### src/rtl/hit_input_encoder.sv
// hit_input_encoder
//   Front end of the mole match logic. Each of the five raw mole buttons is
//   brought into the clock domain through a two-flop synchroniser, then
//   debounced independently. The rising edge of a debounced level is a press.
//   A press seen while idle and enabled becomes a 3-bit hit code
//   (001..101 = mole 1..5). The code is held for HOLD_CYCLES cycles. The FSM
//   then waits for every button to be released before it accepts another
//   press, so a single press can never produce more than one code.
//
// Ports
//   clock      in   1  system clock, all logic on posedge
//   reset      in   1  synchronous, active-low
//   enable     in   1  game is in INGAME; presses ignored while low
//   btn_raw    in   5  raw asynchronous buttons, bit i = mole i+1
//   hit        out  3  hit code to the match stage, 000 = no hit
//   hit_valid  out  1  pulse on the first cycle of a new nonzero hit
//   busy       out  1  FSM is in HOLD or RELEASE
//   btn_state  out  5  debounced button levels
//
// FSM states
//   state      | meaning
//   ST_IDLE    | waiting for a press; hit = 0
//   ST_HOLD    | hit code driven, hold_cnt counts down to 0
//   ST_RELEASE | hit = 0, waiting for all debounced buttons to be released

module hit_input_encoder #(
    parameter int DEBOUNCE_CYCLES = 500000,
    parameter int HOLD_CYCLES     = 4
) (
    input  logic       clock,
    input  logic       reset,
    input  logic       enable,
    input  logic [4:0] btn_raw,
    output logic [2:0] hit,
    output logic       hit_valid,
    output logic       busy,
    output logic [4:0] btn_state
);

    localparam int DB_W = $clog2(DEBOUNCE_CYCLES + 1);
    localparam int HC_W = (HOLD_CYCLES > 1) ? $clog2(HOLD_CYCLES) : 1;
    localparam logic [DB_W-1:0] DB_LAST   = DB_W'(DEBOUNCE_CYCLES - 1);
    localparam logic [HC_W-1:0] HOLD_LAST = HC_W'(HOLD_CYCLES - 1);

    typedef enum logic [1:0] {
        ST_IDLE    = 2'b00,
        ST_HOLD    = 2'b01,
        ST_RELEASE = 2'b10
    } state_t;

    logic [4:0]      sync_meta;
    logic [4:0]      sync_q;
    logic [DB_W-1:0] db_cnt [5];
    logic [4:0]      btn_state_d;
    logic [4:0]      press;

    state_t          state;
    state_t          state_nxt;
    logic [HC_W-1:0] hold_cnt;
    logic [HC_W-1:0] hold_cnt_nxt;
    logic [2:0]      hit_nxt;
    logic            hit_valid_nxt;

    // Lowest-numbered mole wins when several presses land on the same cycle.
    function automatic logic [2:0] lowest_code(input logic [4:0] p);
        logic [2:0] code;
        code = 3'd0;
        for (int i = 4; i >= 0; i--) begin
            if (p[i]) begin
                code = 3'(i + 1);
            end
        end
        return code;
    endfunction

    always_ff @(posedge clock) begin
        if (!reset) begin
            sync_meta <= '0;
            sync_q    <= '0;
        end else begin
            sync_meta <= btn_raw;
            sync_q    <= sync_meta;
        end
    end

    // The counter only runs while the synchronised level disagrees with the
    // accepted level, so a change must persist DEBOUNCE_CYCLES consecutive
    // cycles to be accepted; any agreeing cycle restarts it.
    always_ff @(posedge clock) begin
        if (!reset) begin
            btn_state <= '0;
            for (int i = 0; i < 5; i++) begin
                db_cnt[i] <= '0;
            end
        end else begin
            for (int i = 0; i < 5; i++) begin
                if (sync_q[i] == btn_state[i]) begin
                    db_cnt[i] <= '0;
                end else if (db_cnt[i] == DB_LAST) begin
                    btn_state[i] <= sync_q[i];
                    db_cnt[i]    <= '0;
                end else begin
                    db_cnt[i] <= db_cnt[i] + 1'b1;
                end
            end
        end
    end

    always_ff @(posedge clock) begin
        if (!reset) begin
            btn_state_d <= '0;
            press       <= '0;
        end else begin
            btn_state_d <= btn_state;
            press       <= btn_state & ~btn_state_d;
        end
    end

    always_ff @(posedge clock) begin
        if (!reset) begin
            state     <= ST_IDLE;
            hold_cnt  <= '0;
            hit       <= 3'd0;
            hit_valid <= 1'b0;
            busy      <= 1'b0;
        end else begin
            state     <= state_nxt;
            hold_cnt  <= hold_cnt_nxt;
            hit       <= hit_nxt;
            hit_valid <= hit_valid_nxt;
            busy      <= (state_nxt != ST_IDLE);
        end
    end

    always_comb begin
        state_nxt     = state;
        hold_cnt_nxt  = hold_cnt;
        hit_nxt       = hit;
        hit_valid_nxt = 1'b0;

        case (state)
            ST_IDLE: begin
                hit_nxt = 3'd0;
                if (enable && (|press)) begin
                    hit_nxt       = lowest_code(press);
                    hit_valid_nxt = 1'b1;
                    hold_cnt_nxt  = HOLD_LAST;
                    state_nxt     = ST_HOLD;
                end
            end
            ST_HOLD: begin
                if (hold_cnt == '0) begin
                    hit_nxt   = 3'd0;
                    state_nxt = ST_RELEASE;
                end else begin
                    hold_cnt_nxt = hold_cnt - 1'b1;
                end
            end
            ST_RELEASE: begin
                hit_nxt = 3'd0;
                if (btn_state == 5'b0) begin
                    state_nxt = ST_IDLE;
                end
            end
            default: begin
                hit_nxt      = 3'd0;
                hold_cnt_nxt = '0;
                state_nxt    = ST_IDLE;
            end
        endcase

        // Dropping enable mid-sequence parks the FSM in RELEASE so a button
        // still held when enable returns cannot fire a stale hit.
        if (!enable && (state == ST_HOLD || state == ST_RELEASE)) begin
            hit_nxt       = 3'd0;
            hit_valid_nxt = 1'b0;
            state_nxt     = ST_RELEASE;
        end
    end

endmodule

### config.mk
export PLATFORM = sky130hd
export DESIGN_NAME = hit_input_encoder
export DESIGN_NICKNAME = d
export VERILOG_FILES = /design/src/rtl/hit_input_encoder.sv
export SDC_FILE = /design/constraint.sdc
export NUM_CORES = 1
export LEC_CHECK = 0
export CAP_MARGIN = 20
export CELL_PAD_IN_SITES_DETAIL_PLACEMENT = 1
export CELL_PAD_IN_SITES_GLOBAL_PLACEMENT = 1
export CORE_UTILIZATION = 53
export CTS_CLUSTER_SIZE = 14
export DETAILED_ROUTE_END_ITERATION = 10
export GPL_TIMING_DRIVEN = 0
export PLACE_DENSITY_LB_ADDON = 0.08
export RECOVER_POWER = 25
export SYNTH_ARGS = -nofsm -noshare
export SYNTH_HDL_FRONTEND = slang
export SYNTH_SLANG_ARGS = --single-unit
### constraint.sdc
create_clock -name clock -period 4 [get_ports clock]
set_input_delay 0.6 -clock clock [delete_from_list [all_inputs] [get_ports clock]]
set_output_delay 0.6 -clock clock [all_outputs]
set_load 0.005 [all_outputs]
* Word-level counts from Yosys, hierarchy flattened
Memory sizes are Yosys's and may differ from the RTL's. Index checks and enable logic that the tools add are counted.
Word-level totals: flip-flop bits (word level) 34, RAM bits 95, input port bits 8, word-level logic and storage cells 166, memories kept 1
Operators by class: add/sub/neg operators 6, equality and inequality tests 15, muxes and demuxes 88, bitwise gates (word level) 25, reduce and logical (&&, ||, !) cells 17
Memory list:
- db_cnt | depth 5, bits a word 19, read ports 5, clocked after Yosys merged registers in 0, wr ports 5, line 53 | logic [DB_W-1:0] db_cnt [5];
Operators with widths (number):
- $mux W19 | 15
- $add A19 B1 Y19 const B | 5
- $eq A19 B19 Y1 const B | 5
- $mux W1 | 57
- $mux W3 | 7
- $or A1 B1 Y1 | 15
- $mux W2 | 6
- $pmux W2 S3 | 2
- $reduce_and A2 Y1 | 5
- $not A1 Y1 | 8
- $ne A2 B2 Y1 const B | 3
- $pmux W3 S2 | 1
- $and A5 B5 Y5 | 1
- $eq A1 B1 Y1 | 5
- $logic_not A5 Y1 | 1
- $not A5 Y5 | 1
- $reduce_or A5 Y1 | 1
- $logic_not A2 Y1 | 2
- $reduce_and A3 Y1 | 1
- $reduce_or A3 Y1 | 1
- $eq A2 B1 Y1 const B | 1
- $eq A2 B2 Y1 const B | 1
- $logic_and A1 B1 Y1 | 2
- $reduce_bool A2 Y1 | 1
- other kinds (4) | 4

* Logic depth before layout (Yosys ltp)
Gate-level depths: netlist (run 1).
depth after elaboration 7, mapped depth 7, depth with buffers taken out 6

* Least setup slack after synthesis (run 1)
No wires, ideal clock.
path type register to register, from mem db_cnt[0][0] (netlist name), to mem db_cnt[0][16] (netlist name) (data pin), setup time 0.148 ns, data arrival time 1.923 ns, data required time 3.852 ns, path slack 1.929 ns, cell stages (with the launch flop) 7, path buffers 1, period minus slack after synthesis 2.071 ns, cell sequence edfxtp_1 > ha_1 > nand4_1 > or4_1 > buf_2 > or4_1 > a21oi_1
RTL lines (line):
- start: declaration | 53

==> flow_results.org, run 1 <==
** GRT
- The number of global-route vias before repair came to 5,302.
- Pin count of the biggest net entering global routing :: 17
- Global routing used 26.33% of the available tracks.
- The number of antenna violations at the first check in global routing is 0.
- After global routing the overflow that remains totals 0.
- First-pass GRT wire length :: 25,950 um

** Clock tree
- Counting along the longest clock path gives a buffer depth of 2.
- Total number of clock tree sinks :: 129
- TritonCTS built the clock tree.
- The number of setup buffers added after CTS is 0.
- Clock-pin slew was measured on the worst setup and hold paths at 50 ps.
- Source-to-sink clock delay at the later pin of the worst-skew pair :: 410 ps
- Number of buffers added by the clock tree synthesis step :: 17
- H-tree Lvls :: 4
- Root Buffer :: sky130_fd_sc_hd__clkbuf_16
- Once the clock tree was built, the resizer swapped 0 gates to a different size.
- In this run, post-CTS hold repair placed 0 buffers.

** Timing
- Final Hold Fails :: 0
- Final setup viols :: 0
- Setup clock skew after layout :: 8.600 ps
- The number of pins exceeding their max-slew limit in the final report is 0.
- The worst path in the final design needs a cycle of 2709 ps, including I/O delays and setup.
- Unrepaired setup endpoints after global routing :: false
- Highest achievable clock rate :: 369.1 MHz
- In the final timing run, aggregate negative setup slack is 0 ps.
- In this run the tightest slew margin relative to its limit is 51.92%.
- Post-route fraction of the period consumed by the critical path :: 67.73%
- At the pin with the least slew margin, the transition time is 719.8 ps.

** Pwr
- Power spread over the standard cell area amounts to 404.4 nW/um2.
- Proportion of power drawn by flip-flops and latches :: 48.8%
- Comb pwr share :: 3.6%
- The worst-case IR drop observed on VDD is 0.3346 mV.
- Summed over all nets, the switching power comes to 0.6606 mW.
- P_int :: 2.492 mW
- Of the total power, the share spent switching nets is 20.95%.
- Clock power share :: 47.6%
- The analysis attributes to cell leakage a power of 2.723 nW.

** Route
- Met3 WL post-DR :: 382 um
- Highest metal layer with signal wires :: met4
- Pre-antenna DRT Iters :: 5
- The routed design has 15,540 um of wire.
- The final route contains 5,069 vias.
- WL/cell :: 16.88 um
- For this run, design rule violations remaining after detail routing come to 0.
- Mean number of vias per cell :: 5.504
- The detailed router put a total of 6812 um of wire on met1.
- Post-detailed-route count of antenna-violating nets :: 0
- Summed over all nets, wire length on met2 after detailed routing comes to 8172 um.
- After the first detailed-routing iteration, the DRC count stood at 270.

** Die
- The floorplan step set the die width to 112.8 um.
- Die area :: 12,720 um2
- Row count :: 40
- IO Count :: 18
- Starting Density :: 54.36%
- The floorplan step defined a core boundary enclosing 11,960 um2.
- DIE HEIGHT :: 112.8 um

** Synthesis
- Synthesis produced a netlist whose cell count is 631.
- Count of different cell masters after synthesis :: 42
- The synthesized design contains 129 register bits.
- The Yosys step of the flow raised 0 warnings.
- Sequential elements use 54.34% of the synthesized area.
- The average instance in the mapped netlist occupies 10.31 um2.
- Netlist area before placement :: 6502 um2

** Worst setup path
- STA classifies the critical path endpoint as a flop.
- For the worst setup path, the data required time is 4140 ps.
- Data arrives at the worst endpoint at 2850 ps.
- STA classifies the critical path startpoint as a flop.
- Critical Setup Path Class :: reg -> reg
- Worst Path Max Fanout :: 10

** Finish
- Fillers :: 1,333
- In the final layout, the share of cells above drive strength 1 is 5.039%.
- Share of the core filled with cells :: 65.18%
- Non-filler instance count after layout :: 921
- Count of antenna diodes in the layout :: 0
- Area added between synthesis and finish :: 19.90%
- The final layout contains 779 nets.

** Placement
- Port buffer count :: 17
- Summed over all nets, the half-perimeter wirelength after detailed placement is 10,590 um.
- Gp weighted congestion :: 0.8124
- After detailed placement, the design holds a cell count of 889.

** Flow run
- Max Cap Viol :: 0

** Min path
- The min-delay analysis places its worst path in the category reg -> reg.

** Status
- Run status :: finished, final reports clean
-- cells in the mapped netlist (all sizes together) --
library cell | n | share of area [%]
buf | 6 | 0.56
xor2 | 31 | 4.2
inv | 25 | 1.4
nor4b | 6 | 0.81
o21a | 4 | 0.46
nor4 | 18 | 1.7
and2 | 16 | 1.5
and3 | 2 | 0.19
a21o | 2 | 0.23
o21ai | 21 | 1.6
nor2b | 7 | 0.67
nand3 | 37 | 3.0
nand2 | 43 | 2.5
nand2b | 4 | 0.38
and4 | 7 | 0.94
ha | 10 | 1.9
or4b | 4 | 0.62
clkbuf | 10 | 0.58
a21oi | 37 | 2.8
a21bo | 2 | 0.31
nand4 | 19 | 1.9
o41ai | 1 | 0.13
a211oi | 1 | 0.12
o221ai | 1 | 0.13
or2 | 3 | 0.29
or3 | 22 | 2.1
nor4bb | 2 | 0.31
xnor2 | 35 | 4.7
nor3 | 13 | 1.0
edfxtp | 95 | 44
nor2 | 80 | 4.6
conb | 1 | 0.058
or4 | 16 | 1.8
dfxtp | 34 | 10
o21bai | 4 | 0.46
o31ai | 11 | 1.3
a31oi | 1 | 0.096
-- worst paths after layout --
check                      end            from  slack [ps]  cells past startpoint
setup / recovery  db_cnt[4][7]    db_cnt[4][0]        1290                      6
hold / removal        press[2]  btn_state_d[2]         390                      1
setup reg to reg  db_cnt[4][7]    db_cnt[4][0]        1290                      6
hold reg to reg       press[2]  btn_state_d[2]         390                      1
-- layer usage --
metal  GRT usage [%]  vias to the layer above
li1                -                     2463
met1           31.70                     2517
met2           46.83                       77
met3           5.463                       12
met4           9.156                        0
met5               0                        -
-- cell usage in the layout (no fill, tap or decap), types with 10 or more instances in the layout --
master / instances
sky130_fd_sc_hd__edfxtp_1: 95
sky130_fd_sc_hd__conb_1: 95
sky130_fd_sc_hd__nor2_1: 80
sky130_fd_sc_hd__nand2_1: 43
sky130_fd_sc_hd__a21oi_1: 37
sky130_fd_sc_hd__nand3_1: 36
sky130_fd_sc_hd__xnor2_1: 35
sky130_fd_sc_hd__dfxtp_1: 34
sky130_fd_sc_hd__xor2_1: 31
sky130_fd_sc_hd__inv_1: 25
sky130_fd_sc_hd__o21ai_0: 21
sky130_fd_sc_hd__or3_1: 21
sky130_fd_sc_hd__clkbuf_16: 19
sky130_fd_sc_hd__nor4_1: 18
sky130_fd_sc_hd__nand4_1: 18
sky130_fd_sc_hd__or4_1: 16
sky130_fd_sc_hd__clkbuf_1: 15
sky130_fd_sc_hd__clkdlybuf4s50_1: 15
sky130_fd_sc_hd__nor3_1: 13
sky130_fd_sc_hd__o31ai_1: 11
sky130_fd_sc_hd__ha_1: 10
-- critical path, stage by stage (launching register included) --
cell and delay [ps]:
sky130_fd_sc_hd__edfxtp_1 390, sky130_fd_sc_hd__ha_1 250, sky130_fd_sc_hd__and4_1 310, sky130_fd_sc_hd__nand4_1 260, sky130_fd_sc_hd__o21bai_1 660, sky130_fd_sc_hd__clkbuf_1 460
sky130_fd_sc_hd__nor2_1 100
-- cell type report --
cell class                      count  area, um2  area share (%)
Sequential cell                   129       3533           45.32
Multi-Input combinational cell    555       3154           40.46
Clock buffer                       30      576.8           7.398
Tap cell                          147      183.9           2.359
Timing Repair Buffer               17      170.2           2.183
Inverter                           25      93.84           1.204
Buffer                             16      73.82          0.9469
Clock inverter                      2      10.01          0.1284
-- power by group through the flow --
stage	combinational [mW]	sequential [mW]	clock, mW
after detailed placement	0.106	1.56	0
after global routing	0.127	1.54	1.57
after floorplan	0.0791	1.55	0
final	0.113	1.54	1.50
after CTS	0.109	1.54	1.53
after global placement	0.0999	1.56	0
-- stage by stage --
step	power, mW	cell area (um2)	setup slack (ps)	hold slack, ps
floorplan	1.625	6855	1930	367.4
global placement	1.657	7209	1463	372.1
detailed placement	1.668	7209	1311	375.4
CTS	3.175	7796	1284	387.9
global route	3.245	7796	1109	391.6
finish	3.153	7796	1291	385.4
-- sequential cells by signal, summed over array words and instances, names as in the netlist --
register,count
busy,1
sync_meta,5
sync_q,5
press,5
db_cnt,95
hold_cnt,2
hit,3
state,2
btn_state_d,5
btn_state,5
hit_valid,1
-- cells by family (layout without fill, tap and decap cells) --
group,count (synthesis),after routing,synth area share [%]
AND/OR/NAND/NOR,299,299,24.53
flip-flops,129,129,54.34
AO/OA/AOI/OAI,85,85,7.678
XOR/XNOR,66,66,8.890
buffers and inverters,41,90,2.578
adder cells (fa/ha/maj),10,10,1.924
other,1,95,0.05767
No activity file was read; power rests on OpenSTA's default activity.
==> run 2, diff against run 1 <==
--- a/config.mk
+++ b/config.mk
@@ -8,7 +8,7 @@
 export CAP_MARGIN = 20
 export CELL_PAD_IN_SITES_DETAIL_PLACEMENT = 1
 export CELL_PAD_IN_SITES_GLOBAL_PLACEMENT = 1
-export CORE_UTILIZATION = 53
+export CORE_UTILIZATION = 45
 export CTS_CLUSTER_SIZE = 14
 export DETAILED_ROUTE_END_ITERATION = 10
 export GPL_TIMING_DRIVEN = 0
==> constraint.sdc (replaced) <==
create_clock -name clock -period 2.4 [get_ports clock]
set_input_delay 0.36 -clock clock [delete_from_list [all_inputs] [get_ports clock]]
set_output_delay 0.36 -clock clock [all_outputs]
set_load 0.005 [all_outputs]
==> run 2 against run 1 <==
- clock skew decreased by 2.9 ps
- sequential power increased by 66%
- hold slack improved by 2.8 ps
- critical endpoint is now db_cnt[0][16]
- largest power group is now clock
==> flow_results.org, run 2 (synthesized netlist as in run 1, its figures left out) <==
** Finish
- The number of antenna diodes in the final layout is 0.
- Commonest non-fill, non-tap cells in the layout :: 95 x sky130_fd_sc_hd__edfxtp_1, 95 x sky130_fd_sc_hd__conb_1, 80 x sky130_fd_sc_hd__nor2_1
- In the final layout, the share of cells above drive strength 1 is 6.701%.
- Once layout is complete, the utilization of the core stands at 56.69%.
- Ranked by flip-flop count, first place goes to db_cnt.
- The final layout contains 781 nets.
- The register with the most flip-flops in the layout has 95 of them.
- With fillers left out, the area of the finished cells amounts to 7930 um2.
- Area added between synthesis and finish :: 21.96%

** Min path
- The startpoint identified for the worst hold timing path is btn_state_d[0].
- The tightest min-delay check is of the reg -> reg type.
- Hold path cells :: 1
- Capture endpoint of the worst hold path :: press[0]

** Die
- Die Wd :: 122.2 um
- Standard cell core area :: 13,990 um2
- For this configuration, the core starts out at a cell density of 46.48%.
- Measured along the y axis, the die boundary spans 122.2 um.
- Row count :: 43
- Die area :: 14,940 um2
- IO Count :: 18

** Route
- Initial DRC count :: 249
- For this block, the routed nets add up to 14,180 um of wire.
- WL/cell :: 14.83 um
- Mean number of vias per cell :: 5.159
- In this run the remaining antenna-violating nets after routing total 0.
- For this run, the detailed router's first-pass iteration total came to 5.
- Drt drc :: 0
- Vias :: 4,932

** Timing
- Final setup viols :: 0
- Number of max-slew violations in the final report :: 0
- For the pin with the worst max-slew slack, the measured transition is 538.2 ps.
- Headroom to the max-slew limit :: 63.61%
- The worst path uses 92.48% of the clock period.
- Setup clock skew after layout :: 5.687 ps
- Final Hold Fails :: 0
- For the final routed database, the setup TNS stands at 0 ps.
- Setup repair after global routing left no endpoint under its margin.
- The worst path in the final design needs a cycle of 2220 ps, including I/O delays and setup.
- Based on the critical path, the design can be clocked at up to 450.5 MHz.

** Placement
- Port buffer count :: 17
- Once placement finished, the instance area stood at 7251 um2.
- The congestion estimate from routability-driven global placement came to 0.7947.
- Once detailed placement completed, the half-perimeter wirelength came to 10,120 um.

** Worst setup path
- For the worst flop-to-flop path, the logic depth is 6.
- The worst register-to-register path begins at db_cnt[0][0].
- Slowest CP cell :: sky130_fd_sc_hd__or4_1
- Largest incremental delay on the critical path :: 510 ps
- Register-to-register setup slack :: 180 ps
- Source of the critical timing path :: db_cnt[0][0]
- In this run the critical register-to-register path is captured at db_cnt[0][16].
- Required @ worst endpoint :: 2670 ps
- For the worst setup path, the data arrival time is 2490 ps.
- In this run the worst path has a maximum fanout of 7.
- Endpoint kind of the worst setup timing path :: flop
- Counting stages on the worst path, the most repeated cell is sky130_fd_sc_hd__or4_1.
- Nature of the critical path startpoint :: flop
- Critical path, cell by cell :: ha_2 > nand4_1 > or4_1 > buf_2 > or4_1 > a21oi_1
- Critical Setup Path Class :: reg -> reg

** Clock tree
- Clock slew at reported path FFs :: 60 ps
- Root Buffer :: sky130_fd_sc_hd__clkbuf_16
- H-tree Lvls :: 4
- Source-to-sink clock delay at the later pin of the worst-skew pair :: 410 ps
- Hold_buf cts :: 0
- Clock tree from TritonCTS :: done
- In this run, CTS created clock tree buffers numbering 17.
- Clock buffer depth :: 2
- CTS saw 129 sinks.

** GRT
- Grt total ovfl :: 0
- First-pass GRT wire length :: 23,890 um
- GRT Overall Usage :: 20.42%
- Number of antenna violations at the first check in global routing :: 0
- The number of global-route vias before repair came to 5,083.
- Pin count of the biggest net entering global routing :: 17

** Pwr
- Comb pwr share :: 3.4%
- IR Drop Worst-Case VDD :: 0.4805 mV
- Sw frac :: 21.07%
- For this design the static power due to leakage is 2.786 nW.
- P_int :: 4.253 mW
- Of the total power, the clock network draws 49.1%.
- For this design the total switching power over the nets is 1.136 mW.
- Dividing total power by cell area gives a power density of 679.6 nW/um2.
- Registers are responsible for 47.5% of the overall power.

** Status
- Run status :: finished, final reports clean

** Flow run
- Max Cap Viol :: 0
run 2: changes by cell type in the layout (fill, tap and decap cells not counted), sizes merged:
| cell | delta |
|---|---|
| clkbuf | -5 |
| clkdlybuf4s50 | -4 |
| dlygate4sd3 | +4 |
| buf | +3 |
| clkinv | +3 |
| inv | +1 |
run 2: area by class of cell:
class	instances	area [um2]
fill	1560	6058
sequential	129	3533
multi-input combinational	555	3187
clock buffer	26	595.6
tap	180	225.2
timing repair buffer	20	192.7
inverter	25	93.84
buffer	15	71.32
clock inverter	6	31.28
run 2: per-layer routing:
layer | vias up | part of all wire (%) | wire [um] | GRT usage, %
li1 | 2478 | - | - | -
met1 | 2387 | 46 | 6590 | 25.86
met2 | 56 | 50 | 7086 | 34.20
met3 | 11 | 2.7 | 384 | 5.204
met4 | 0 | 0.82 | 116 | 6.098
met5 | - | 0 | 0 | 0
run 2: what timing repair did:
action,in CTS,in global routing
pin swaps,0,1
setup buffers,0,3
resized for setup,4,4
setup endpoints to repair,22,31
run 2: worst max-delay path by stage:
stage / end / slack [ps] / cells past startpoint
2_1_floorplan: db_cnt[0][16] / 330 / 6
3_3_place_gp: db_cnt[4][14] / -150 / 6
3_5_place_dp: db_cnt[4][11] / -250 / 6
4_1_cts: db_cnt[0][11] / 40 / 5
5_1_grt: db_cnt[0][16] / 20 / 6
6_report: db_cnt[0][16] / 180 / 6
run 2: critical path, delay by kind of cell, from the launching register on:
kind            cells  cell delay, ps
compound gates      1             160
simple gates        3            1120
buf+inv             1             170
fa+ha+maj           1             230
flops               1             390
run 2: power by group through the flow:
stage | sequential (mW) | clock (mW) | combinational (mW)
global placement | 2.60 | 0 | 0.168
detailed placement | 2.60 | 0 | 0.174
CTS | 2.56 | 2.72 | 0.178
finish | 2.56 | 2.65 | 0.184
global route | 2.57 | 2.79 | 0.213
floorplan | 2.58 | 0 | 0.132
run 2: stage by stage:
step | hold WS, ps | total power [mW] | setup WS, ps | instances
floorplan | 367.4 | 2.709 | 329.5 | 725
CTS | 387.1 | 5.452 | 40.10 | 954
global placement | 372.9 | 2.764 | -152.8 | 922
global route | 401.4 | 5.571 | 21.20 | 956
finish | 388.1 | 5.389 | 180.4 | 956
detailed placement | 386.8 | 2.777 | -246.2 | 922
